### src/rtl/limit_event_pkg.sv
`default_nettype none
// ============================================================================
//  Module      : limit_event_pkg
//  Description : Shared constants for the limit/mode event recorder. These
//                are the counter mode encodings, the event type codes and the
//                bit positions of the event word. Building with TIMESTAMP_EN
//                defined widens each entry by an 8-bit timestamp.
//  Revision    : 1.0 - initial release
// ============================================================================
package limit_event_pkg;

    // Counter mode encodings, common to this block and the counter
    localparam logic [1:0] MODE_UP     = 2'b00;
    localparam logic [1:0] MODE_DOWN   = 2'b01;
    localparam logic [1:0] MODE_UPDOWN = 2'b10;
    localparam logic [1:0] MODE_HOLD   = 2'b11;

    // Event type field values
    localparam logic EVT_LIMIT = 1'b1;
    localparam logic EVT_MODE  = 1'b0;

    // Event word layout
    localparam int OVF_BIT   = 7;
    localparam int MODE_MSB  = 6;
    localparam int MODE_LSB  = 5;
    localparam int TYPE_BIT  = 4;
    localparam int COUNT_MSB = 3;
    localparam int COUNT_LSB = 0;
    localparam int EVT_W     = 8;

`ifdef TIMESTAMP_EN
    // The timestamp sits above the event word
    localparam int TS_W    = 8;
    localparam int TS_LSB  = 8;
    localparam int ENTRY_W = EVT_W + TS_W;
`else
    localparam int ENTRY_W = EVT_W;
`endif

    // Assemble the 8-bit event word from its fields
    function automatic logic [EVT_W-1:0] pack_event(
        input logic       ovf_mark,
        input logic [1:0] mode,
        input logic       evt_type,
        input logic [3:0] count
    );
        return {ovf_mark, mode, evt_type, count};
    endfunction

endpackage
`default_nettype wire

### src/rtl/sync_fifo_core.sv
`default_nettype none
// ============================================================================
//  Module      : sync_fifo_core
//  Description : Single-clock FIFO with a show-ahead read port. When the FIFO
//                is full, a push is accepted only if a pop happens in the same
//                cycle. A pop while empty is ignored. The read data reads as
//                zero while the FIFO is empty.
//  Revision    : 1.0 - initial release
// ============================================================================
module sync_fifo_core #(
    parameter  int WIDTH = 8,
    parameter  int DEPTH = 8,
    localparam int AW    = $clog2(DEPTH)
) (
    input  logic             clk,
    input  logic             rst_n,
    input  logic             push,
    input  logic [WIDTH-1:0] wr_data,
    input  logic             pop,
    output logic [WIDTH-1:0] rd_data,
    output logic             full,
    output logic             empty,
    output logic [AW:0]      fill
);

    logic [WIDTH-1:0] mem [DEPTH];
    logic [AW-1:0]    wr_ptr;
    logic [AW-1:0]    rd_ptr;
    logic [AW:0]      count;
    logic             do_push;
    logic             do_pop;

    assign full    = (count == (AW+1)'(DEPTH));
    assign empty   = (count == '0);
    assign do_pop  = pop & ~empty;
    assign do_push = push & (~full | do_pop);
    assign fill    = count;
    assign rd_data = empty ? '0 : mem[rd_ptr];

    // Storage is written on accepted pushes only and is not reset
    always_ff @(posedge clk) begin
        if (do_push) begin
            mem[wr_ptr] <= wr_data;
        end
    end

    // Pointers wrap naturally at DEPTH; occupancy follows push/pop balance
    always_ff @(posedge clk or negedge rst_n) begin
        if (!rst_n) begin
            wr_ptr <= '0;
            rd_ptr <= '0;
            count  <= '0;
        end else begin
            if (do_push) begin
                wr_ptr <= wr_ptr + 1'b1;
            end
            if (do_pop) begin
                rd_ptr <= rd_ptr + 1'b1;
            end
            case ({do_push, do_pop})
                2'b10:   count <= count + 1'b1;
                2'b01:   count <= count - 1'b1;
                default: count <= count;
            endcase
        end
    end

endmodule
`default_nettype wire

### src/rtl/limit_event_fifo.sv
`default_nettype none
// ============================================================================
//  Module      : limit_event_fifo
//  Description : Watches the counter's at_limit flag and mode select. Each
//                limit rising edge and each mode change is recorded as an
//                event word in a FIFO, which a consumer drains with
//                valid/ready. Events lost because the FIFO was full set a
//                sticky overflow flag, and the next stored entry is marked.
//                Define TIMESTAMP_EN to add an 8-bit cycle timestamp to each
//                entry.
//  Revision    : 1.0 - initial release
// ============================================================================
module limit_event_fifo
    import limit_event_pkg::*;
#(
    parameter  int DEPTH = 8,
    localparam int AW    = $clog2(DEPTH)
) (
    input  logic               clk,
    input  logic               rst_n,
    input  logic [3:0]         count_in,
    input  logic [1:0]         mode_in,
    input  logic               at_limit_in,
    input  logic               capture_en,
    input  logic               rd_ready,
    output logic               rd_valid,
    output logic [ENTRY_W-1:0] rd_data,
    output logic [AW:0]        fill,
    output logic               overflow
);

    logic               at_limit_q;
    logic [1:0]         mode_q;
    logic               pend_ovf;
    logic               limit_evt;
    logic               mode_evt;
    logic               any_evt;
    logic               pop;
    logic               full;
    logic               empty;
    logic               drop;
    logic [ENTRY_W-1:0] entry;

    // A limit event is a rising edge, so a flag held high is counted once
    assign limit_evt = at_limit_in & ~at_limit_q & capture_en;
    assign mode_evt  = (mode_in != mode_q) & capture_en;
    assign any_evt   = limit_evt | mode_evt;
    assign rd_valid  = ~empty;
    assign pop       = rd_valid & rd_ready;
    // A pop in the same cycle frees a slot, so only full-without-pop drops
    assign drop      = any_evt & full & ~pop;

`ifdef TIMESTAMP_EN
    logic [7:0] ts;

    // Free-running cycle counter, wraps from 255 to 0
    always_ff @(posedge clk or negedge rst_n) begin
        if (!rst_n) begin
            ts <= '0;
        end else begin
            ts <= ts + 1'b1;
        end
    end

    assign entry = {ts, pack_event(pend_ovf, mode_in,
                                   limit_evt ? EVT_LIMIT : EVT_MODE, count_in)};
`else
    // When both events occur together the entry is typed as a limit event;
    // the new mode still appears in the mode field
    assign entry = pack_event(pend_ovf, mode_in,
                              limit_evt ? EVT_LIMIT : EVT_MODE, count_in);
`endif

    // History tracks the inputs even while capture is disabled, so
    // re-enabling capture does not replay edges missed while it was off
    always_ff @(posedge clk or negedge rst_n) begin
        if (!rst_n) begin
            at_limit_q <= 1'b0;
            mode_q     <= MODE_UP;
        end else begin
            at_limit_q <= at_limit_in;
            mode_q     <= mode_in;
        end
    end

    // A drop marks the next accepted push; overflow stays set until reset
    always_ff @(posedge clk or negedge rst_n) begin
        if (!rst_n) begin
            pend_ovf <= 1'b0;
            overflow <= 1'b0;
        end else if (drop) begin
            pend_ovf <= 1'b1;
            overflow <= 1'b1;
        end else if (any_evt) begin
            pend_ovf <= 1'b0;
        end
    end

    sync_fifo_core #(
        .WIDTH (ENTRY_W),
        .DEPTH (DEPTH)
    ) u_fifo (
        .clk     (clk),
        .rst_n   (rst_n),
        .push    (any_evt),
        .wr_data (entry),
        .pop     (rd_ready),
        .rd_data (rd_data),
        .full    (full),
        .empty   (empty),
        .fill    (fill)
    );

endmodule
`default_nettype wire

### config.mk
export PLATFORM = sky130hd
export DESIGN_NAME = limit_event_fifo
export DESIGN_NICKNAME = d
export VERILOG_FILES = /design/src/rtl/limit_event_pkg.sv /design/src/rtl/sync_fifo_core.sv /design/src/rtl/limit_event_fifo.sv
export SDC_FILE = /design/constraint.sdc
export NUM_CORES = 1
export LEC_CHECK = 0
export ABC_CLOCK_PERIOD_IN_PS = 2900
export BUFFER_PORTS_ARGS = -buffer_cell sky130_fd_sc_hd__buf_2
export CAP_MARGIN = 25
export CORE_MARGIN = 8
export CORE_UTILIZATION = 34
export CTS_CLUSTER_DIAMETER = 80
export DETAILED_ROUTE_END_ITERATION = 10
export SYNTH_ARGS = -nofsm -noshare
export SYNTH_HDL_FRONTEND = slang
export SYNTH_SLANG_ARGS = --single-unit
### constraint.sdc
create_clock -name clk -period 2.9 [get_ports clk]
set_input_delay 0.145 -clock clk [delete_from_list [all_inputs] [get_ports clk]]
set_output_delay 0.145 -clock clk [all_outputs]
set_load 0.03 [all_outputs]
==> Word level (Yosys, flattened, before mapping) <==
Memory sizes are Yosys's and may differ from the RTL's.
Index checks and enable logic that the tools add are counted.
{ "classes": {"addsub": 4, "n_eq_ne": 4, "n_mux": 7, "n_bitwise": 13, "n_reduce_logical": 3} }
{ "op_table": {"columns": ["op", "count"], "rows": [
  ["8-bit 2-to-1 mux", 1],
  ["4-bit one-hot mux with 2 select lines", 1],
  ["1-bit bitwise AND", 7],
  ["3-bit by 1-bit adder with 3-bit output (second input constant)", 2],
  ["1-bit 2-to-1 mux", 5],
  ["4-bit by 1-bit adder with 4-bit output (second input constant)", 1],
  ["4-bit equality test (second input constant)", 1],
  ["4-bit logical NOT", 1],
  ["1-bit NOT", 4],
  ["2-bit nonzero test", 2],
  ["4-bit by 1-bit subtractor with 4-bit output (second input constant)", 1],
  ["2-bit by 1-bit equality test with 1-bit output (second input constant)", 1],
  ["2-bit equality test (second input constant)", 1],
  ["2-bit != test", 1],
  ["1-bit OR", 2]
]} }
{ "word_totals": {"ff_bits": 15, "ram_bits": 64, "out_inout_bits": 14, "word_cells": 39, "mem_count": 1} }
{ "mem_list": {"columns": ["memory", "depth", "word_bits", "rd", "rd_clocked_by_memory_dff", "write_ports", "line", "text"], "rows": [
  ["u_fifo.mem", 8, 8, 1, 0, 1, "sync_fifo_core.sv:26", "logic [WIDTH-1:0] mem [DEPTH];"]
]} }

==> Longest topological paths before layout <==
Gate-level depths: netlist of run 1.
{ "logic_depth": {"word_depth": 7, "mapped_depth": 12, "ltp_nobuf": 10} }

==> Cells and area by module <==
A second synthesis of run 1 with hierarchy kept.
{ "unflattened": {"hier_cells": 196, "hier_area_um2": 3363.2} }
{ "modules_own_cells": {"columns": ["mod", "n_inst", "cells_per_inst", "area_each_um2", "seq_area_each_um2"], "rows": [
  ["sync_fifo_core", 1, 182, 3165.5, 2172.1],
  ["limit_event_fifo", 1, 14, 197.7, 125.1]
]} }

==> Least setup slack after synthesis of run 1 <==
No wires, ideal clock.
{ "synth_path": {"path_type": "register -> register", "from": "reg u_fifo.count[2] (netlist: u_fifo.fill[2])", "to": "reg u_fifo.count[2] (netlist: u_fifo.fill[2])", "setup_time_ns": 0.142, "arrival_ns": 2.577, "required_time_ns": 2.758, "setup_slack_ns": 0.181, "stages_incl_launch_ff": 12, "n_path_buf": 1, "synth_period_minus_slack_ns": 2.719, "path_cell_list": "dfrtp_1 nor4_4 inv_2 and2_1 buf_6 ha_1 xor2_1 ha_1 a21oi_1 xor2_1 nor2_1 xor2_1"} }
{ "synth_via": {"elab_chain_cells": 7, "word_cells_on_any_way": 13, "classes_between": "add/sub (2); eq/ne (3); mux (1); bitwise (5); reduce/logical (2)"} }
{ "synth_lines": {"columns": ["element", "line", "text"], "rows": [
  ["start, declared", "sync_fifo_core.sv:29", "logic [AW:0] count;"],
  ["start signal, assigned", "sync_fifo_core.sv:61", "2'b10: count <= count + 1'b1;"],
  ["start signal, assigned", "sync_fifo_core.sv:62", "2'b01: count <= count - 1'b1;"],
  ["start signal, assigned", "sync_fifo_core.sv:63", "default: count <= count;"],
  ["4-bit logical NOT (*)", "sync_fifo_core.sv:34", "assign empty = (count == '0);"],
  ["1-bit NOT (*)", null, null],
  ["net rd_valid", "limit_event_fifo.sv:26", "output logic rd_valid,"],
  ["1-bit bitwise AND (*)", null, null],
  ["net pop", "limit_event_fifo.sv:38", "logic pop;"],
  ["1-bit OR", "sync_fifo_core.sv:36", "assign do_push = push & (~full | do_pop);"],
  ["1-bit bitwise AND", "sync_fifo_core.sv:36", null],
  ["2-bit by 1-bit equality test with 1-bit output or 2-bit equality test (tied branches)", "sync_fifo_core.sv:60", "case ({do_push, do_pop})"],
  ["4-bit one-hot mux with 2 select lines or 2-bit nonzero test (tied branches)", null, null]
]} }
The timed path passes the listed nets; every way through them passes the cells marked *.
A chain may end at the register's enable or synchronous reset.

==> Worst setup path after layout of run 1 <==
{ "layout_path": {"from": "reg u_fifo.count[2] (netlist: u_fifo.fill[2])", "to": "reg u_fifo.count[2] (netlist: u_fifo.fill[2])"} }
{ "layout_via": {"elab_chain_cells": 7, "word_cells_on_any_way": 13, "classes_between": "add/sub (2); eq/ne (3); mux (1); bitwise (5); reduce/logical (2)"} }
{ "layout_lines": {"columns": ["element", "line", "text"], "rows": [
  ["4-bit logical NOT", "sync_fifo_core.sv:34", null],
  ["1-bit NOT", "sync_fifo_core.sv:35", "assign do_pop = pop & ~empty;"],
  ["1-bit bitwise AND", "sync_fifo_core.sv:35", null],
  ["1-bit OR", "sync_fifo_core.sv:36", null],
  ["1-bit bitwise AND", "sync_fifo_core.sv:36", null],
  ["2-bit by 1-bit equality test with 1-bit output or 2-bit equality test (tied branches)", "sync_fifo_core.sv:60", null],
  ["4-bit one-hot mux with 2 select lines or 2-bit nonzero test (tied branches)", null, null]
]} }
Several ways; a longest one is shown, not always the timed one.

==> out/results.txt, run 1 <==
Die area: 12,900 um2
Detailed Routing Iterations Pass 1: 4
Die Height: 113 um
Syn_nets: 191
Critical Path End Type: flop
Hold_buf cts: 3
Clk_lat worst skew: 0.35 ns
Synth area leader: edfxtp_1
Multi-input logic area: 882 um2
# nets final: 232
Synth cell types: 29
XOR/XNOR Fraction of Synth Area: 0.0299
HP Start: mode_in[1]
Grt total ovfl: 0
Clock transition at the registers of the reported paths: 0.09 ns
Slew Limit Fails: 0
Mapped Cells: 175
Post_cts resized: 0
DP Worst Slack: 0.562 ns
IO Pins: 25
Post-synth top cells: edfxtp_1, mux4_2, nor2_1, dfrtp_1, mux2i_1
RSZ-0062 raised after global routing: false
VDD IR max: 0.230 mV
Max-slew headroom: 0.443
Layout fillers: 842
Initial antenna violation count: 0
Crit path arrival time: 2.58 ns
Synth-to-Final Area Change: 17.8%
DP HPWL: 3.85 mm
Total track usage: 0.100
Ratio of final minimum period to clock period: 0.810
Netlist Area Pre-Place: 3230 um2
Post-Route WL: 5.87 mm
Largest family of logic cells by synthesized area: multiplexers
Remaining DRCs: 0
Setup ws final: 0.550 ns
Ranking of synthesized cells by area: edfxtp_1, dfrtp_1, mux4_2
TNS Setup: 0 ns
Cell with the most instances after synthesis: edfxtp_1
Seq/Total Area, Yosys: 0.712
Least-Margin Pin Slew: 0.835 ns
Avg WL per Cell: 16.8 um
CTS buffer count: 9
Crit path required time: 3.13 ns
Routed wl met2: 3.22 mm
H-tree levels: 3
Placeable Area: 9240 um2
Clock net sink count: 79
Final ANT Viol Nets: 0
Vias in the first global route: 1,779
R2R Path Start: u_fifo.fill[2]
Metal-1 WL: 2.40 mm
Ys async rst share: 0.190
CP startpoint: u_fifo.fill[2]
Area fraction of the dominant cell type after synthesis: 0.596
Largest net degree at the start of global routing: 19
Setup Viol. Count Final: 0
Maximum clock frequency: 426 MHz
Synth Warn #: 0
Max Cap Viol: 0
Minimum clock period: 2.35 ns
Adder-cell share of the synthesized area: 0.0194
Antenna cell count: 0
# rows: 35
EDFF count, synth: 64
Crit Path Category: reg -> reg
Crit-path max FO: 6
Leakage power: 1.37 nW
Clock Skews: 0.00885 ns
Endpoints failing hold: 0
Post-Synth Simple-Gate Area: 0.0628
Min-delay worst type: in -> reg
Highest Signal Layer: met4
Sequential cell area: 2300 um2
Post-synthesis mux area share: 0.154
Port-buffer cells: 24
Top_reg_cell synth: edfxtp_1
Root Driver: clkbuf_8
CP startpoint kind: flop
Layout cells sized above 1: 0.321
Die W: 113 um
DRT iter0 DRCs: 69
Met3 wire length: 100 um
Post-CTS setup buffer count: 0
Outcome: finished clean
Clk buf depth: 2
Pwr Total: 3.88 mW
PD cells: 1020 nW/um2
FF+latch count, synth: 79
CTS tree: built
GP Congestion: 0.692
Routed vias/inst: 4.69
Initial Utilization: 0.349
Synth Area in Compound Gates: 0.00698
Syn Area/Cell: 18.4 um2
Routed vias: 1,640
First-pass GRT wire length: 9.56 mm
[through the flow]
| step | utilization | cells | cell area [um2] | hold slack, ns |
|---|---|---|---|---|
| final | 0.411 | 350 | 3800 | 0.0254 |
| after global routing | 0.411 | 350 | 3800 | 0.0227 |
| after CTS | 0.411 | 350 | 3800 | 0.0107 |
| after detailed placement | 0.385 | 331 | 3560 | 0.0705 |
| after global placement | 0.385 | 331 | 3560 | 0.0726 |
| after floorplan | - | 175 | 3230 | -0.151 |
[report_power, final]
part / switching, mW / internal, mW
logic: 0.745 / 0.614
clock network: 0.431 / 0.417
registers: 0.239 / 1.43
[per-layer routing]
metal / track usage / vias to the layer above
li1: - / 761
met3: 0.0174 / 11
met4: 0.0613 / 0
met5: 0 / -
met1: 0.110 / 847
met2: 0.177 / 21
[cell families after synthesis]
group / Yosys count
fa+ha+maj: 5
xor+xnor: 11
simple gates: 37
buf+inv: 10
compound gates: 4
mux: 29
flops: 79
[cells in the final DEF (no fill, tap or decap), drive strengths merged, types with 2 or more instances in the layout]
cell / Yosys / routed
mux2i: 10 / 10
mux4: 16 / 16
clkbuf: 2 / 9
nor2: 16 / 16
nor4bb: 2 / 2
a21oi: 2 / 2
edfxtp: 64 / 64
ha: 5 / 5
buf: 5 / 34
mux2: 3 / 3
nand3: 4 / 4
xor2: 5 / 5
nand3b: 4 / 4
nor3: 3 / 3
dlygate4sd3: 0 / 3
dfrtp: 15 / 15
xnor2: 6 / 6
inv: 3 / 7
nand2: 3 / 3
[final timing paths]
path | end | cells after the start | slack (ns)
setup / recovery | u_fifo.fill[2] | 10 | 0.55
hold / removal | mode_q[1] | 1 | 0.03
setup reg to reg | u_fifo.fill[2] | 10 | 0.55
hold reg to reg | overflow | 1 | 0.48
max in group asynchronous | mode_q[1] | 2 | 2.42
min in group asynchronous | overflow | 2 | 0.22
[area by class of cell]
cell class / instances / share of cell area
Clock buffer: 9 / 0.0326
Clock inverter: 7 / 0.0227
Inverter: 3 / 0.00296
Multi-Input combinational cell: 86 / 0.232
Sequential cell: 79 / 0.605
Tap cell: 129 / 0.0425
Timing Repair Buffer: 37 / 0.0626
[sequential cells by signal, summed over array words and instances (netlist names)]
signal / cells
u_fifo.fill: 4
at_limit_q: 1
u_fifo.mem: 64
pend_ovf: 1
u_fifo.wr_ptr: 3
mode_q: 2
u_fifo.rd_ptr: 3
overflow: 1
[worst max-delay path, cell delays in order (launching register included)]
cell and delay (ns):
dfrtp_1 0.48, nor4_4 0.34, inv_2 0.05, and2_1 0.23, ha_1 0.29, xor2_1 0.16
ha_1 0.19, a21oi_1 0.14, xor2_1 0.16, nor2_1 0.06, xor2_1 0.13
(Power assumes the default switching activity.)
==> run 2: changes to the inputs <==
--- a/config.mk
+++ b/config.mk
@@ -5,7 +5,7 @@
 export SDC_FILE = /design/constraint.sdc
 export NUM_CORES = 1
 export LEC_CHECK = 0
-export ABC_CLOCK_PERIOD_IN_PS = 2900
+export ABC_CLOCK_PERIOD_IN_PS = 2300
 export BUFFER_PORTS_ARGS = -buffer_cell sky130_fd_sc_hd__buf_2
 export CAP_MARGIN = 25
 export CORE_MARGIN = 8
==> constraint.sdc (replaced) <==
create_clock -name clk -period 2.3 [get_ports clk]
set_input_delay 0.115 -clock clk [delete_from_list [all_inputs] [get_ports clk]]
set_output_delay 0.115 -clock clk [all_outputs]
set_load 0.03 [all_outputs]
==> run 2 against run 1 <==
Net effect: setup slack worse by 0.36 ns; via count fell by 0.49%; cell count increased by 0.86%; final area increased by 1.9%; clock skew fell by 0.0020 ns; global-route usage fell by 0.51 points; utilization increased by 0.77 points; combinational power grew 30%; sequential power grew 25%; clock power up 32%; routed wire length is 2.2% lower; first-iteration DRC count rose by 20%.
==> out/results.txt, run 2 (same netlist as run 1, synthesis figures left out) <==
Outcome: finished clean
Most frequent cells in the layout: edfxtp_1, buf_2, mux4_2, nor2_1, dfrtp_1
Minimum clock period: 2.11 ns (-0.238 ns)
Crit-path max FO: 9 (+3)
Die area: 12,900 um2 (unchanged)
Clock share of power: 0.225 (+0.006)
Initial Utilization: 0.349 (unchanged)
Synth-to-Final Area Change: 20.0%
Sw frac: 0.351 (-0.0140)
Final ANT Viol Nets: 0 (unchanged)
Biggest register: u_fifo.mem
Most used cell, CP: xor2_1
Comb pwr share: 0.355 (+0.004)
Die W: 113 um (unchanged)
Largest net degree at the start of global routing: 19 (unchanged)
DP HPWL: 3.66 mm (-5.0%)
Routed vias/inst: 4.62 (-1.3%)
Remaining DRCs: 0 (unchanged)
CP startpoint kind: flop
Least-Margin Pin Slew: 0.569 ns (-0.266 ns)
Slowest CP cell: dfrtp_2
GP Congestion: 0.760 (+9.7%)
# rows: 35 (unchanged)
Port-buffer cells: 24 (unchanged)
Hold_ws: 0.0407 ns (+0.0153 ns)
Post-CTS setup buffer count: 0 (unchanged)
Most common cell after layout, fill and taps aside: edfxtp_1
Met1 track demand over resource: 0.114 (+0.00378)
Initial antenna violation count: 0 (unchanged)
Slew Limit Fails: 0 (unchanged)
# nets final: 235 (+1.3%)
CP peak stage delay: 0.48 ns (about the same)
Total track usage: 0.0949 (-0.00509)
Max-slew headroom: 0.621 (+0.177)
Min-delay worst type: in -> reg
GRT busiest layer: met2
Max FFs per register: 64 (unchanged)
Pint: 3.23 mW (+31%)
Clk buf depth: 2 (unchanged)
Avg WL per Cell: 16.3 um (-3.0%)
IO Pins: 25 (unchanged)
Setup Viol. Count Final: 0 (unchanged)
Clock net sink count: 79 (unchanged)
Die Height: 113 um (unchanged)
RSZ-0062 raised after global routing: false
Routed vias: 1,632 (-0.49%)
Clk_lat worst skew: 0.34 ns (about the same)
PD cells: 1280 nW/um2 (+26%)
Grt total ovfl: 0 (unchanged)
Met3 Use GR: 0.0180 (+0.000528)
DP Worst Slack: 0.190 ns (-0.372 ns)
CTS buffer count: 9 (unchanged)
H-tree levels: 3 (unchanged)
Endpoints failing hold: 0 (unchanged)
First-pass GRT wire length: 9.06 mm (-5.2%)
CTS tree: built
Clock transition at the registers of the reported paths: 0.08 ns (about the same)
Vias in the first global route: 1,696 (-4.7%)
Setup ws final: 0.188 ns (-0.362 ns)
Placeable Area: 9240 um2 (unchanged)
Crit path arrival time: 2.34 ns (-0.24 ns)
Crit Path Category: reg -> reg
Global Route met2 Usage: 0.158 (-0.0190)
P_sw: 1.75 mW (+23%)
Ratio of final minimum period to clock period: 0.918 (+0.108)
Placed Cells: 333 (+0.60%)
Root Driver: clkbuf_8
Antenna cell count: 0 (unchanged)
WP buf/inv: 1 (unchanged)
Maximum clock frequency: 474 MHz (+11%)
Layout cells sized above 1: 0.362 (+0.0403)
Worst path cell trace: nor4_4, inv_2, and2_4, ha_4, xor2_1, ha_2, a21oi_2, xor2_1, nor2_1, xor2_1
DRT iter0 DRCs: 83 (+20%)
Design area: 3870 um2 (+1.9%)
Flop pwr share: 0.419 (-0.012)
Max Cap Viol: 0 (unchanged)
Crit path max-delay family: simple AND/OR/NAND/NOR gates
Detailed Routing Iterations Pass 1: 4 (unchanged)
Leakage power: 1.38 nW (+1.0%)
Clock Skews: 0.00685 ns (-0.00199 ns)
Post-Route WL: 5.74 mm (-2.2%)
Critical Path End Type: flop
Crit path required time: 2.52 ns (-0.61 ns)
VDD IR max: 0.456 mV (+99%)
Placed cell area: 3600 um2 (+1.1%)
Fin cells: 353 (+0.86%)
run 2: cell count changes in the layout (fill, tap and decap cells not counted), sizes merged:
cell         change
buf              +2
clkinvlp         +1
inv              -2
bufinv           +1
clkinv           -1
clkbuf           +1
dlygate4sd3      +1
run 2: path summary, 6_finish.rpt:
kind / endpoint / slack [ns] / start / depth (start not counted)
setup / recovery: u_fifo.fill[2] / 0.19 / u_fifo.fill[1] / 10
hold reg to reg: overflow / 0.49 / overflow / 1
min in group asynchronous: mode_q[1] / 0.20 / rst_n / 2
max in group asynchronous: u_fifo.fill[1] / 1.82 / rst_n / 2
setup reg to reg: u_fifo.fill[2] / 0.19 / u_fifo.fill[1] / 10
hold / removal: u_fifo.mem[4][2] / 0.04 / count_in[2] / 1
run 2: cell type report:
cell class              count  area, um2
clock buffers              10        128
clock inverters             6       92.6
fillers                   842       5370
inverters                   3       11.3
multi-input cells          86        916
flip-flops and latches     79       2300
well taps                 129        161
repair buffers             40        263
run 2: routing by layer:
layer,wire length (um),share of wire
met5,0,0
met4,88,0.015
met3,128,0.022
met2,2940,0.51
met1,2580,0.45
run 2: worst reg2reg max path: stages, from the launching register on:
cell and delay (ns):
dfrtp_2 0.48, nor4_4 0.34, inv_2 0.06, and2_4 0.17
ha_4 0.18, xor2_1 0.14, ha_2 0.18, a21oi_2 0.12
xor2_1 0.14, nor2_1 0.06, xor2_1 0.13
run 2: timing repair:
item	4_1_cts	5_1_grt
setup endpoints to repair	0	4
hold endpoints to repair	18	0
hold buffers	4	0
resized for setup	0	3
run 2: power groups by stage:
stage / Clock, mW / Combinational, mW / Sequential [mW]
finish: 1.12 / 1.77 / 2.09
global route: 1.20 / 1.91 / 2.13
CTS: 1.15 / 1.80 / 2.10
detailed placement: 0 / 1.79 / 2.12
global placement: 0 / 1.78 / 2.12
floorplan: 0 / 1.33 / 2.05
run 2: per-stage QoR:
step                setup TNS (ns)  total power, mW  utilization
detailed placement               0             3.92        0.390
finish                           0             4.97        0.419
global placement                 0             3.90        0.390
CTS                              0             5.05        0.418
global route                     0             5.24        0.419
floorplan                   -0.643             3.38            -
